===== src/rtl/irq_ctrl_if.sv =====
// -----------------------------------------------------------------------------
// irq_ctrl_if -- register bus between a bus master and the interrupt controller.
//
// Signals:
//   bus_write       write strobe (data taken on the rising clock edge)
//   bus_read        read strobe (informational; read data is combinational)
//   bus_address_in  24-bit register address
//   bus_data_in     8-bit write data
//   bus_data_out    8-bit combinational read data
//
// Modports:
//   master  drives strobes/address/write data, receives read data
//   slave   receives strobes/address/write data, drives read data
// -----------------------------------------------------------------------------
interface irq_ctrl_if;
  logic        bus_write;
  logic        bus_read;
  logic [23:0] bus_address_in;
  logic [7:0]  bus_data_in;
  logic [7:0]  bus_data_out;

  modport master (
    output bus_write,
    output bus_read,
    output bus_address_in,
    output bus_data_in,
    input  bus_data_out
  );

  modport slave (
    input  bus_write,
    input  bus_read,
    input  bus_address_in,
    input  bus_data_in,
    output bus_data_out
  );
endinterface


===== src/rtl/irq_ctrl.sv =====
// -----------------------------------------------------------------------------
// irq_ctrl -- 8-source prioritised interrupt controller.
//
// Sources raise level pulses on irq_in; a rising edge sets a pending flag.
// Enabled pending sources whose priority exceeds the CPU mask level compete;
// the highest priority (lowest index on ties) is presented to the CPU with
// its vector and level until acknowledged or withdrawn.
//
// Ports:
//   clk          system clock, rising edge
//   reset        asynchronous active-low reset
//   bus          irq_ctrl_if.slave register bus
//                  24'h2020 prio src3..0, 24'h2021 prio src7..4 (2 bits each)
//                  24'h2023 enable mask, 24'h2027 pending (write 1 to clear)
//   irq_in[7:0]  interrupt sources
//   cpu_ilevel   current CPU interrupt mask level
//   irq_ack      CPU accepts the presented interrupt
//   irq_req      interrupt request to the CPU
//   irq_vector   VECTOR_BASE + winning source index (0 when idle)
//   irq_level    priority of the presented source (0 when idle)
//
// Build option:
//   IRQ_CTRL_SYNC_EN  when defined, irq_in passes through a 2-flop
//                     synchroniser before edge detection.
// -----------------------------------------------------------------------------
module irq_ctrl #(
  parameter logic [7:0] VECTOR_BASE = 8'h08
) (
  input  logic       clk,
  input  logic       reset,
  irq_ctrl_if.slave  bus,
  input  logic [7:0] irq_in,
  input  logic [1:0] cpu_ilevel,
  input  logic       irq_ack,
  output logic       irq_req,
  output logic [7:0] irq_vector,
  output logic [1:0] irq_level
);

  localparam logic [23:0] ADDR_PRIO_LO = 24'h002020;
  localparam logic [23:0] ADDR_PRIO_HI = 24'h002021;
  localparam logic [23:0] ADDR_ENABLE  = 24'h002023;
  localparam logic [23:0] ADDR_PEND    = 24'h002027;

  typedef enum logic [1:0] {IDLE, REQ, DONE} state_t;

  state_t      state_q, state_d;
  logic [7:0]  prio_lo_q, prio_lo_d;
  logic [7:0]  prio_hi_q, prio_hi_d;
  logic [7:0]  en_q, en_d;
  logic [7:0]  pend_q, pend_d;
  logic [7:0]  prev_q;
  logic [1:0]  arm_q;
  logic [2:0]  win_q, win_d;
  logic [1:0]  lvl_q, lvl_d;

  logic [7:0]  irq_cond;
  logic [7:0]  edge_det;
  logic [7:0]  elig_now, elig_nx;
  logic [2:0]  best_idx;
  logic [1:0]  best_prio;
  logic        ack_clr;
  logic [7:0]  clr_mask;

  // Read strobe carries no information for this block.
  logic unused_rd;
  assign unused_rd = bus.bus_read;

  function automatic logic [1:0] prio_of(input logic [15:0] p, input int n);
    return p[2*n +: 2];
  endfunction

  function automatic logic [7:0] eligible(input logic [7:0]  pend,
                                          input logic [7:0]  en,
                                          input logic [15:0] p,
                                          input logic [1:0]  ilevel);
    logic [7:0] e;
    e = '0;
    for (int n = 0; n < 8; n++)
      e[n] = pend[n] & en[n] & (prio_of(p, n) != 2'd0) & (prio_of(p, n) > ilevel);
    return e;
  endfunction

  // Input conditioning. The arm counter masks edges until the conditioning
  // pipeline and edge history have seen real input after reset, so a source
  // already high at reset release never looks like a fresh edge.
`ifdef IRQ_CTRL_SYNC_EN
  localparam logic [1:0] ARM_CYC = 2'd3;
  logic [7:0] sync1_q, sync2_q;

  always_ff @(posedge clk or negedge reset) begin
    if (!reset) begin
      sync1_q <= '0;
      sync2_q <= '0;
    end else begin
      sync1_q <= irq_in;
      sync2_q <= sync1_q;
    end
  end

  assign irq_cond = sync2_q;
`else
  localparam logic [1:0] ARM_CYC = 2'd1;
  assign irq_cond = irq_in;
`endif

  assign edge_det = (arm_q == ARM_CYC) ? (irq_cond & ~prev_q) : 8'h00;

  // Register writes and pending update; a new edge beats any clear.
  assign ack_clr  = (state_q == REQ) && irq_ack;

  always_comb begin
    prio_lo_d = prio_lo_q;
    prio_hi_d = prio_hi_q;
    en_d      = en_q;
    clr_mask  = '0;
    if (bus.bus_write) begin
      unique case (bus.bus_address_in)
        ADDR_PRIO_LO: prio_lo_d = bus.bus_data_in;
        ADDR_PRIO_HI: prio_hi_d = bus.bus_data_in;
        ADDR_ENABLE:  en_d      = bus.bus_data_in;
        ADDR_PEND:    clr_mask  = bus.bus_data_in;
        default:      ;
      endcase
    end
    if (ack_clr)
      clr_mask[win_q] = 1'b1;
    pend_d = (pend_q & ~clr_mask) | edge_det;
  end

  always_comb begin
    unique case (bus.bus_address_in)
      ADDR_PRIO_LO: bus.bus_data_out = prio_lo_q;
      ADDR_PRIO_HI: bus.bus_data_out = prio_hi_q;
      ADDR_ENABLE:  bus.bus_data_out = en_q;
      ADDR_PEND:    bus.bus_data_out = pend_q;
      default:      bus.bus_data_out = 8'h00;
    endcase
  end

  // Arbitration over the current state; strict '>' keeps the lowest index on ties.
  // Withdrawal is judged on next-cycle state so a clear drops the request at once.
  assign elig_now = eligible(pend_q, en_q, {prio_hi_q, prio_lo_q}, cpu_ilevel);
  assign elig_nx  = eligible(pend_d, en_d, {prio_hi_d, prio_lo_d}, cpu_ilevel);

  always_comb begin
    best_idx  = '0;
    best_prio = '0;
    for (int n = 0; n < 8; n++) begin
      if (elig_now[n] && (prio_of({prio_hi_q, prio_lo_q}, n) > best_prio)) begin
        best_idx  = 3'(n);
        best_prio = prio_of({prio_hi_q, prio_lo_q}, n);
      end
    end
  end

  always_comb begin
    state_d = state_q;
    win_d   = win_q;
    lvl_d   = lvl_q;
    unique case (state_q)
      IDLE: begin
        if (elig_now != 8'h00) begin
          win_d   = best_idx;
          lvl_d   = best_prio;
          state_d = REQ;
        end
      end
      REQ: begin
        if (irq_ack)
          state_d = DONE;
        else if (!elig_nx[win_q])
          state_d = IDLE;
      end
      DONE:    state_d = IDLE;
      default: state_d = IDLE;
    endcase
  end

  always_ff @(posedge clk or negedge reset) begin
    if (!reset) begin
      state_q   <= IDLE;
      prio_lo_q <= '0;
      prio_hi_q <= '0;
      en_q      <= '0;
      pend_q    <= '0;
      prev_q    <= '0;
      arm_q     <= '0;
      win_q     <= '0;
      lvl_q     <= '0;
    end else begin
      state_q   <= state_d;
      prio_lo_q <= prio_lo_d;
      prio_hi_q <= prio_hi_d;
      en_q      <= en_d;
      pend_q    <= pend_d;
      prev_q    <= irq_cond;
      if (arm_q != ARM_CYC)
        arm_q <= arm_q + 2'd1;
      win_q     <= win_d;
      lvl_q     <= lvl_d;
    end
  end

  assign irq_req    = (state_q == REQ);
  assign irq_vector = irq_req ? (VECTOR_BASE + {5'b00000, win_q}) : 8'h00;
  assign irq_level  = irq_req ? lvl_q : 2'b00;

endmodule


===== src/flat_wrapper.sv =====
// flat-port wrapper written by rule: the top's interface ports become plain ports
module irq_ctrl_flat 
#(
  parameter logic [7:0] VECTOR_BASE = 8'h08
)
  (clk, reset, irq_in, cpu_ilevel, irq_ack, irq_req, irq_vector, irq_level, bus_bus_write, bus_bus_read, bus_bus_address_in, bus_bus_data_in, bus_bus_data_out);
  irq_ctrl_if bus_i ();
  input  logic clk;
  input  logic reset;
  input  logic [7:0] irq_in;
  input  logic [1:0] cpu_ilevel;
  input  logic irq_ack;
  output logic irq_req;
  output logic [7:0] irq_vector;
  output logic [1:0] irq_level;
  input wire logic [$bits(bus_i.bus_write)-1:0] bus_bus_write;
  input wire logic [$bits(bus_i.bus_read)-1:0] bus_bus_read;
  input wire logic [$bits(bus_i.bus_address_in)-1:0] bus_bus_address_in;
  input wire logic [$bits(bus_i.bus_data_in)-1:0] bus_bus_data_in;
  output wire logic [$bits(bus_i.bus_data_out)-1:0] bus_bus_data_out;
  assign bus_i.bus_write = bus_bus_write;
  assign bus_i.bus_read = bus_bus_read;
  assign bus_i.bus_address_in = bus_bus_address_in;
  assign bus_i.bus_data_in = bus_bus_data_in;
  assign bus_bus_data_out = bus_i.bus_data_out;
  irq_ctrl #(.VECTOR_BASE(VECTOR_BASE)) u_core (.clk(clk), .reset(reset), .bus(bus_i), .irq_in(irq_in), .cpu_ilevel(cpu_ilevel), .irq_ack(irq_ack), .irq_req(irq_req), .irq_vector(irq_vector), .irq_level(irq_level));
endmodule

===== config.mk =====
export PLATFORM = sky130hd
export DESIGN_NAME = irq_ctrl_flat
export DESIGN_NICKNAME = d
export VERILOG_FILES = /design/src/rtl/irq_ctrl_if.sv /design/src/rtl/irq_ctrl.sv /design/src/flat_wrapper.sv
export SDC_FILE = /design/constraint.sdc
export NUM_CORES = 1
export LEC_CHECK = 0
export ABC_AREA = 1
export BUFFER_PORTS_ARGS = -buffer_cell sky130_fd_sc_hd__buf_2
export CAP_MARGIN = 25
export CORE_UTILIZATION = 52
export DETAILED_ROUTE_END_ITERATION = 7
export PLACE_DENSITY = 0.76
export SLEW_MARGIN = 20
export SYNTH_ARGS = -nofsm -noshare
export SYNTH_HDL_FRONTEND = slang
export SYNTH_SLANG_ARGS = --single-unit

===== constraint.sdc =====
create_clock -name clk -period 6.4 [get_ports clk]
set_input_delay 1.28 -clock clk [delete_from_list [all_inputs] [get_ports clk]]
set_output_delay 1.28 -clock clk [all_outputs]
set_load 0.05 [all_outputs]

# Word level (Yosys, flattened, before mapping)
# Index checks and enable logic that the tools add are counted.
# classes
add_sub_neg	2
n_mul	0
div	0
n_lt_le_gt_ge	26
eq_ne	9
shift	0
n_mux	36
bitwise_logic	54
reduce_logical	30
# op_table
op	n
24-bit by 14-bit equality test with 1-bit output, second input constant	4
8-bit 2-to-1 mux	11
1-bit AND	48
2-bit greater-than comparator	23
8-bit one-hot mux with 4 select lines	1
2-bit nonzero test	16
2-bit 2-to-1 mux	14
8-bit AND	2
8-bit inverter	2
8-bit bitwise OR	2
3-bit 2-to-1 mux	4
1-bit logical AND	10
8-bit nonzero test	1
4-bit by 3-bit adder with 5-bit output, first input constant	1
2-bit by 1-bit equality test with 1-bit output, second input constant	2
3-bit by 4-bit less-than comparator with 1-bit output, second input constant	1
2-bit by 1-bit != test with 1-bit output, second input constant	2
2-bit one-hot mux with 2 select lines	1
2-bit AND reduction	2
1-bit binary-select mux with 3-bit select	1
1-bit demux with 3-bit select	1
3-bit by 1-bit >= comparator with 1-bit output, second input constant	1
1-bit 2-to-1 mux	3
3-bit != test, second input constant	1
3 further kinds	3
# totals
regBits	49
latchBits	0
ram_bits	0
romBits	0
inputBits	47
output_inout_bits	19
word_cells	166
n_memories	0

# Depth between registers and ports, before layout
# Gate-level depths: netlist of run 1.
# depth
ltp_word	26
mapped_depth	59
depth_no_buf	59

# Worst setup path after synthesis of run 1
# Ideal clock, no wire load.
# synth_path
kind	input -> register
startpoint	input cpu_ilevel[1]
endpoint	register u_core.win_q[2]
setup_time_ns	0.120
arrival_time_ns	7.690
t_required_ns	6.280
slack_ns	-1.409
stages	52
n_path_buf	0
cell_sequence	inv_1 > ha_1 > nand2_1 > nand3_1 > nor2_1 > ha_1 > nand2_1 > inv_1 > nor2_1 > nand2_2 > nand2_1 > o21ai_1 > ha_1 > inv_1 > a21oi_1 > nor2_1 > nand2_1 > nand2_1 > [16 not listed] > nand2_1 > nand2_1 > nand3_1 > and2_1 > ha_1 > a21oi_1 > nand2_1 > nand2_1 > o21ai_2 > ha_1 > inv_1 > o21bai_1 > nand3_1 > inv_1 > nor3_1 > nand3_1 > o21ai_0 > inv_1
# synth_via
elab_chain_len	25
elab_cells_between_ends	44
classes_between	order compare: 15; mux: 11; bitwise: 8; reduce/logical: 10
# synth_rtl
element	line_no	rtl
start: declaration	flat_wrapper.sv:11	input logic [1:0] cpu_ilevel;
2-bit greater-than comparator	irq_ctrl.sv:80	e[n] = pend[n] & en[n] & (prio_of(p, n) != 2'd0) & (prio_of(p, n) > ilevel);
1-bit AND	irq_ctrl.sv:80	
1-bit logical AND	irq_ctrl.sv:150	if (elig_now[n] && (prio_of({prio_hi_q, prio_lo_q}, n) > best_prio)) begin
2-bit 2-to-1 mux	irq_ctrl.sv:150	
2-bit greater-than comparator	irq_ctrl.sv:150	
1-bit logical AND	irq_ctrl.sv:150	
2-bit 2-to-1 mux	irq_ctrl.sv:150	
2-bit greater-than comparator	irq_ctrl.sv:150	
[9 not listed]	n/a	
1-bit logical AND	irq_ctrl.sv:150	
2-bit 2-to-1 mux	irq_ctrl.sv:150	
2-bit greater-than comparator	irq_ctrl.sv:150	
1-bit logical AND	irq_ctrl.sv:150	
2-bit 2-to-1 mux	irq_ctrl.sv:150	
2-bit greater-than comparator	irq_ctrl.sv:150	
1-bit logical AND	irq_ctrl.sv:150	
3-bit 2-to-1 mux	irq_ctrl.sv:150	
end signal: assignment	irq_ctrl.sv:200	win_q <= win_d;
end: declaration	irq_ctrl.sv:54	logic [2:0] win_q, win_d;
# Several ways; a longest one is shown, not always the timed one.
# A chain may end at the register's enable or synchronous reset.

# Final worst setup path of run 1
# layout_path
startpoint	input cpu_ilevel[1]
endpoint	register u_core.win_q[0]
# Same word-level chain as after synthesis.

==> results.yml, run 1 <==
status:
  status: "complete, but fails checks"
  violations: "negative setup slack"
sta:
  tightest_slew_ns: 0.773
  setup_viol_count_final: 5
  fin_crit_sh_pct: 123
  rsz0062_at_grt: "yes"
  hold_violations: 0
  slew_headroom_pct: 48.3
  fin_ws_ns: -1.46
  fin_crit_ns: 7.86
  slew_viol_final: 0
  fmax_mhz: 127
  finalClockSkew_ns: 0.00546
drt:
  antenna_left: 0
  dr.pass1.iters: 5
  wl_per_cell_um: 16.8
  drc: 0
  vias: 4521
  dr.first_iter.drc_count: 334
  routed_wl_mm: 13.5
  vias_per_cell: 5.62
critical_path:
  r2r-start: "u_core.prio_lo_q[1]"
  path_max_fanout: 5
  crit_top_cell: "nand2_2"
  slowest_stage: "ha_1"
  critPathArrivalTime_ns: 8.09
  critical_path_buf_inv_count: 9
  max_stage_delay_ns: 0.30
  rrSetupSlack_ns: -0.79
  required_ns: 6.63
  crit_family: "simple AND/OR/NAND/NOR gates"
  cp-start-kind: "input port"
  r2r_end: "u_core.win_q[0]"
  critPathKind: "in -> reg"
  cp-end-kind: "flop"
  r2r_cells: 51
clock_tree:
  cts_htree_levels: 2
  clock_sinks: 49
  clkSlewWorstSetupHoldPaths_ns: 0.09
  max-clock-path-buffers: 2
  root_buffer: "clkbuf_8"
  numCtsBuffers: 5
  holdBufCountCts: 0
  cts_tree: "done"
  insertion_delay_ns: 0.31
die:
  core_um2: 7290
  initial_core_util_pct: 54.2
  dieWidth_um: 89.2
  die-area_um2: 7950
  rows: 31
  dieHeight_um: 89.2
  io_pins: 66
yosys:
  synth_seq_cells: 49
  netlist_area_um2: 3950
  synth.largest_area_cell: "dfrtp_1"
  synth_warnings: 0
  synth_edf_count: 0
  ys.flop_type: "dfrtp_1"
  synthTopCellsByArea: "dfrtp_1 (31%), ha_1 (14%), nand2_1 (12%)"
  avgSynthCellArea_um2: 7.22
  seq_area_frac_synth_pct: 31.0
  synthCells: 547
  synth.top_cell.area_share_pct: 31.0
  synthArstFlopShare_pct: 100
  synthDistinctLibCells: 40
power:
  ir_drop_v: 0.000141
  cellPowerDensity_nw_per_um2: 104
  leakage_nw: 2.81
layout:
  nNetsFinal: 796
  finalNonFillerCells: 805
  area_growth_pct: 37.7
  diodes: 0
  drive_gt1_share_pct: 34.4
  multiInputGateArea_um2: 2580
  fill_cells: 555
  regArea_um2: 1230
worst_hold_path:
  min_from: "u_core.arm_q[0]"
  whs_path_depth: 1
  hold_class: "reg -> reg"
  holdPathEnd: "u_core.arm_q[0]"
global_route:
  grt_overflow: 0
  grt_max_degree: 34
  grt_pass1_wl_mm: 21.1
  grt_pass1_vias: 4430
  grt_antenna_before_repair: 0
  track_usage_pct: 36.1
job:
  maxCapViolations: 0
place:
  place_hpwl_mm: 8.60
  post-place-ws_ns: -1.56
  gp_congestion: 0.916
  dpl.cell_count: 724
  port_buffers: 60
[registers in the layout (all words and copies together) (netlist names)]
register	flops
u_core.arm_q	2
u_core.en_q	8
u_core.lvl_q	2
u_core.pend_q	8
u_core.prev_q	8
u_core.prio_hi_q	8
u_core.prio_lo_q	8
u_core.state_q	2
u_core.win_q	3
[placed cells by master, fill, tap and decap left out, types with 2 or more instances in the layout]
cell	Yosys	final
a211oi_1	8	8
a21oi_1	24	20
a21oi_2	0	3
a22oi_1	9	9
and2_4	0	2
buf_2	2	59
buf_4	5	99
clkbuf_8	0	6
conb_1	1	4
dfrtp_1	49	49
ha_1	43	36
ha_4	0	6
inv_1	83	78
inv_2	4	8
nand2_1	128	110
nand2_2	5	21
nand2_4	0	2
nand3_1	46	36
nand3_2	1	10
nand3b_1	9	9
nand4_1	7	7
nor2_1	44	41
nor2_2	4	5
nor2_4	1	3
nor3_1	10	8
nor3_4	2	4
o21a_1	2	2
o21ai_0	14	11
o21ai_1	11	11
o21ai_2	5	8
o21bai_1	6	6
o221ai_1	7	7
or2_0	2	2
[stage by stage]
stage	power, mW	cell area (um^2)	setup TNS [ns]	util (%)	hold slack [ns]
after floorplan	0.352	4000	-5.43	-	0.444
after global placement	0.380	4530	-6.01	62.1	0.457
after detailed placement	0.385	4550	-7.52	62.4	0.472
after CTS	0.567	5250	-5.16	72.0	0.485
after global routing	0.590	5440	-9.00	74.6	0.508
final	0.568	5440	-7.20	74.6	0.487
[Yosys cell counts (2+ instances only)]
cell type	count
o21ai_2	5
o21bai_1	6
nand2_1	128
or2_0	2
nand3_1	46
dfrtp_1	49
nand2_2	5
inv_2	4
nand3b_1	9
o21ai_1	11
ha_1	43
buf_6	3
a211oi_1	8
buf_2	2
a21oi_1	24
o221ai_1	7
nor2_1	44
nor3_1	10
a22oi_1	9
o21a_1	2
buf_4	5
nor2_2	4
o21ai_0	14
nand4_1	7
nor3_4	2
and2_1	2
inv_1	83
[worst reg2reg max path, delay by kind of cell (launching register included)]
kind | cells | cell delay (ns)
AND/OR/NAND/NOR | 26 | 2.93
adder cells (fa/ha/maj) | 7 | 1.89
AO/OA/AOI/OAI | 11 | 1.22
buffers and inverters | 7 | 0.68
flip-flops | 1 | 0.41
[timing repair]
| action | CTS | global route |
|---|---|---|
| pin swaps | 31 | 38 |
| gates resized for setup | 15 | 42 |
| endpoints found under the setup margin | 5 | 5 |
| cloned | 0 | 0 |
| setup buffers | 74 | 4 |
[metal layers]
layer	global-route usage (%)	share of wire (%)	vias to the layer above	wire, um
li1	-	-	2129	-
met1	41.8	39	2069	5250
met2	58.8	47	251	6300
met3	11.1	9.0	72	1220
met4	21.8	5.5	0	749
met5	1.30	0	-	0
[kinds of logic (layout without fill, tap and decap cells)]
logic type               Yosys count  after routing  share of synthesized area, %
flip-flops                        49             49                          31.0
adder cells (fa/ha/maj)           43             43                          13.6
other                              1              4                        0.0949
AND/OR/NAND/NOR                  264            264                          30.2
XOR/XNOR                           1              1                         0.222
AO/OA/AOI/OAI                     89             89                          14.2
buffers and inverters            100            256                          10.6
[report_power, final]
group	internal, mW	switching (mW)	total (mW)
Combinational	0.0259	0.0423	0.0681
Clock	0.0860	0.101	0.187
Sequential	0.312	0.000451	0.312
[cell type report]
type | count | share of cell area [%]
Sequential cell | 49 | 22.5
Tap cell | 99 | 2.28
Clock buffer | 7 | 1.59
Multi-Input combinational cell | 401 | 47.5
Timing Repair Buffer | 161 | 19.9
Inverter | 88 | 6.14
[worst max path at each step]
stage / endpoint / cells after the start / start / slack, ns
4_1_cts: u_core.win_q[2] / 54 / cpu_ilevel[1] / -1.06
3_3_place_gp: u_core.win_q[2] / 52 / cpu_ilevel[1] / -1.25
6_report: u_core.win_q[0] / 55 / cpu_ilevel[1] / -1.46
5_1_grt: u_core.lvl_q[0] / 56 / cpu_ilevel[1] / -1.83
3_5_place_dp: u_core.win_q[2] / 54 / cpu_ilevel[1] / -1.56
2_1_floorplan: u_core.win_q[2] / 55 / cpu_ilevel[1] / -1.19
No activity file was read; power rests on OpenSTA's default activity.
==> run 2, diff against run 1 <==
==> constraint.sdc (replaced) <==
create_clock -name clk -period 6.4 [get_ports clk]
set_input_delay 0.64 -clock clk [delete_from_list [all_inputs] [get_ports clk]]
set_output_delay 0.64 -clock clk [all_outputs]
set_load 0.05 [all_outputs]
==> results.yml, run 2 (synthesis gave the netlist of run 1 again) <==
sta:
  fin_crit_ns: 6.87
  fin_ws_ns: -0.467
  tightest_slew_ns: 0.815
  hold_violations: 0
  finalClockSkew_ns: 0.00841
  slew_viol_final: 0
  slew_headroom_pct: 45.5
  fmax_mhz: 146
  fin_crit_sh_pct: 107
  hold_slack_ns: 0.266
  rsz0062_at_grt: "yes"
  setup_viol_count_final: 5
layout:
  diodes: 0
  drive_gt1_share_pct: 30.3
  finalNonFillerCells: 770
  final_common_cell: "nand2_1"
  fin_util_pct: 70.3
  area_growth_pct: 29.8
  final_cell_mix: "nand2_1 (114), inv_1 (78), buf_4 (62)"
  nNetsFinal: 760
critical_path:
  crit_family: "simple AND/OR/NAND/NOR gates"
  path_max_fanout: 5
  critPathKind: "in -> reg"
  r2r-start: "u_core.prio_lo_q[1]"
  critPathArrivalTime_ns: 7.08
  cp-start-kind: "input port"
  crit_top_cell: "nand2_2"
  max_stage_delay_ns: 0.31
  critical_path_buf_inv_count: 16
  r2r_cells: 54
  cp-end-kind: "flop"
  required_ns: 6.61
  slowest_stage: "ha_1"
  r2r_end: "u_core.win_q[2]"
  rrSetupSlack_ns: -0.40
die:
  initial_core_util_pct: 54.2
  core_um2: 7290
  dieWidth_um: 89.2
  io_pins: 66
  rows: 31
  dieHeight_um: 89.2
  die-area_um2: 7950
clock_tree:
  cts_tree: "done"
  numCtsBuffers: 5
  clkSlewWorstSetupHoldPaths_ns: 0.09
  cts_htree_levels: 2
  insertion_delay_ns: 0.31
  root_buffer: "clkbuf_8"
  holdBufCountCts: 0
  clock_sinks: 49
  max-clock-path-buffers: 2
drt:
  dr.pass1.iters: 5
  wl_per_cell_um: 15.5
  drc: 0
  vias_per_cell: 5.56
  routed_wl_mm: 11.9
  antenna_left: 0
  vias: 4278
  dr.first_iter.drc_count: 315
job:
  maxCapViolations: 0
place:
  place_hpwl_mm: 8.57
  dpl.cell_count: 724
  post-place-ws_ns: -0.908
  port_buffers: 60
  gp_congestion: 0.914
power:
  total_power_mw: 0.582
  cellPowerDensity_nw_per_um2: 113
  leakage_nw: 2.66
  ir_drop_v: 0.000144
global_route:
  grt_max_degree: 32
  grt_antenna_before_repair: 0
  grt_pass1_vias: 4116
  grt_pass1_wl_mm: 19.1
  track_usage_pct: 31.8
  grt_overflow: 0
status:
  violations: "negative setup slack"
  status: "complete, but fails checks"
worst_hold_path:
  hold_class: "in -> async"
-- run 2: changes by cell type in the layout (fill, tap and decap cells not counted), sizes merged --
cell    change
buf        -36
clkinv      +1
-- run 2: stage by stage --
| step | instance area (um^2) | setup TNS, ns |
|---|---|---|
| after floorplan | 4000 | -2.23 |
| after global placement | 4530 | -2.82 |
| after detailed placement | 4550 | -4.24 |
| after CTS | 4980 | -1.72 |
| after global routing | 5130 | -4.37 |
| final | 5130 | -2.17 |
-- run 2: power breakdown --
group          switching, mW  leakage [nW]  internal [mW]  total (mW)
combinational         0.0422          2.00         0.0254      0.0676
clock                  0.104        0.0542         0.0978       0.202
sequential          0.000499         0.604          0.312       0.312
-- run 2: area by class of cell --
type / instances / area (um^2)
multi-input combinational: 401 / 2520
sequential: 49 / 1230
fill: 607 / 2170
inverter: 88 / 334
tap: 99 / 124
timing repair buffer: 125 / 818
clock buffer: 7 / 96.3
clock inverter: 1 / 5.00
-- run 2: worst max path at each step --
stage	from	end	slack (ns)	cells after the start
detailed placement	cpu_ilevel[1]	u_core.win_q[2]	-0.91	53
global placement	cpu_ilevel[1]	u_core.win_q[2]	-0.61	52
global route	cpu_ilevel[1]	u_core.win_q[2]	-0.92	54
CTS	cpu_ilevel[1]	u_core.win_q[2]	-0.37	54
floorplan	cpu_ilevel[1]	u_core.win_q[2]	-0.55	55
finish	cpu_ilevel[1]	u_core.win_q[2]	-0.47	56
-- run 2: worst reg2reg max path, delay by kind of cell (launching register included) --
kind	cells	cell delay, ns
simple gates	26	2.53
fa+ha+maj	6	1.54
buf+inv	14	1.42
compound gates	8	0.77
flops	1	0.42
-- run 2: metal layers --
layer	part of all wire [%]	global-route usage (%)	vias to the layer above
met1	41	39.4	1994
li1	-	-	2049
met4	3.0	13.9	0
met2	49	55.3	203
met5	0	0	-
met3	6.7	4.62	32
-- run 2: timing repair --
action | in CTS | in global routing
gates cloned | 0 | 0
setup buffers | 34 | 4
endpoints found under the setup margin | 5 | 5
pin swaps | 19 | 32
gates resized for setup | 15 | 30
==> run 3, diff against run 2 <==
Settings changed: CORE_UTILIZATION 52 to 57, PLACE_DENSITY 0.76 to 0.79.
Clock period 6.4 ns to 7 ns, I/O delays scaled along.
==> results.yml, run 3 (synthesis gave the netlist of run 1 again) <==
status:
  status: "complete, but fails checks"
  violations: "negative setup slack"
power:
  p_sw_share_pct: 24.2
  ir_drop_v: 0.000128
  power_frac_comb_pct: 11.1
  leakage_nw: 2.57
  total_power_mw: 0.560
  cellPowerDensity_nw_per_um2: 111
  seq_power_share_pct: 51.0
  internal_power_mw: 0.425
  power_frac_clock_pct: 37.9
  p_switching_mw: 0.135
drt:
  routed_wl_mm: 11.5
  antenna_left: 0
  vias_per_cell: 5.79
  dr.pass1.iters: 7
  drc: 0
  wl_per_cell_um: 15.9
  vias: 4186
  dr.first_iter.drc_count: 256
global_route:
  grt_max_degree: 29
  grt_pass1_wl_mm: 18.5
  grt_antenna_before_repair: 0
  track_usage_pct: 32.7
  grt_overflow: 0
  grt_pass1_vias: 4067
clock_tree:
  cts_htree_levels: 2
  numCtsBuffers: 5
  root_buffer: "clkbuf_8"
  max-clock-path-buffers: 2
  clkSlewWorstSetupHoldPaths_ns: 0.09
  insertion_delay_ns: 0.31
  cts_tree: "done"
  clock_sinks: 49
layout:
  final_area_um2: 5020
  fill_cells: 481
  area_growth_pct: 27.2
  final_common_cell: "nand2_1"
  final_cell_mix: "nand2_1 (112), inv_1 (77), buf_2 (59)"
  diodes: 0
  drive_gt1_share_pct: 28.6
  finalNonFillerCells: 723
  nNetsFinal: 735
die:
  rows: 29
  dieHeight_um: 85.2
  die-area_um2: 7270
  dieWidth_um: 85.2
  core_um2: 6530
  initial_core_util_pct: 60.5
  io_pins: 66
job:
  maxCapViolations: 0
place:
  gp_congestion: 0.943
  dpl.cell_count: 699
  place_hpwl_mm: 8.57
  postPlaceCellArea_um2: 4510
  port_buffers: 60
critical_path:
  cp-start-kind: "flop"
  slowest_stage: "dfrtp_1"
  rrSetupSlack_ns: -0.01
  critPathKind: "reg -> reg"
  critPathArrivalTime_ns: 7.22
  max_stage_delay_ns: 0.42
  path_max_fanout: 4
  cp-end-kind: "flop"
  crit_top_cell: "buf_4"
  required_ns: 7.21
sta:
  fin_crit_ns: 7.01
  hold_violations: 0
  slew_headroom_pct: 53.7
  slew_viol_final: 0
  finalClockSkew_ns: 0.00783
  fin_crit_sh_pct: 100
  setup_viol_count_final: 1
  rsz0062_at_grt: "yes"
  fmax_mhz: 143
  tightest_slew_ns: 0.689
  fin_ws_ns: -0.0127
worst_hold_path:
  hold_class: "in -> async"
[run 3: per-stage QoR]
stage | utilization, % | setup TNS, ns | hold slack, ns | setup slack (ns)
5_1_grt | 76.9 | -1.48 | 0.459 | -0.353
3_3_place_gp | 68.6 | -0.582 | 0.458 | -0.201
4_1_cts | 73.7 | 0 | 0.440 | 0.00196
3_5_place_dp | 69.0 | -1.87 | 0.474 | -0.458
2_1_floorplan | - | -0.00888 | 0.404 | -0.00888
6_report | 76.9 | -0.0127 | 0.421 | -0.0127
[run 3: worst paths after layout]
check,cells after the start,startpoint,to
worst max register to register,53,u_core.prio_lo_q[0],u_core.win_q[2]
min in group clk,2,u_core.arm_q[1],u_core.arm_q[1]
max in group asynchronous,2,reset,u_core.prev_q[7]
worst min register to register,2,u_core.arm_q[1],u_core.arm_q[1]
worst max-delay path,53,u_core.prio_lo_q[0],u_core.win_q[2]
worst min-delay path,1,reset,u_core.prev_q[1]
[run 3: final cells by class]
type / count / area [um^2] / area share, %
multi-input cells: 401 / 2610 / 51.9
inverters: 88 / 339 / 6.75
clock inverters: 2 / 37.5 / 0.747
clock buffers: 6 / 82.6 / 1.64
repair buffers: 100 / 634 / 12.6
well taps: 77 / 96.3 / 1.92
flip-flops and latches: 49 / 1230 / 24.4
[run 3: power groups by stage]
| stage | Combinational, mW | Clock (mW) | Sequential, mW |
|---|---|---|---|
| 6_report | 0.0624 | 0.212 | 0.286 |
| 5_1_grt | 0.0700 | 0.222 | 0.286 |
| 4_1_cts | 0.0615 | 0.209 | 0.286 |
| 3_5_place_dp | 0.0612 | 0 | 0.291 |
| 3_3_place_gp | 0.0564 | 0 | 0.291 |
| 2_1_floorplan | 0.0311 | 0 | 0.291 |
[run 3: layer usage]
metal	global-route usage (%)	vias to the layer above	part of all wire, %
met5	0	-	0
met4	14.6	0	3.5
met3	4.09	30	7.5
met2	55.4	207	48
met1	42.2	1953	41
li1	-	1996	-
[run 3: timing repair]
| action | CTS | global route |
|---|---|---|
| pin swaps | 31 | 38 |
| setup endpoints to repair | 5 | 5 |
| setup buffers | 14 | 2 |
| hold buffers | 0 | 0 |
| resized for setup | 18 | 43 |
[run 3: worst max-delay path, delay by kind of cell, from the launching register on]
kind	cells	cell delay, ns
flip-flops	1	0.42
adder cells (fa/ha/maj)	7	1.69
buffers and inverters	15	1.40
AND/OR/NAND/NOR	23	2.58
AO/OA/AOI/OAI	8	0.79
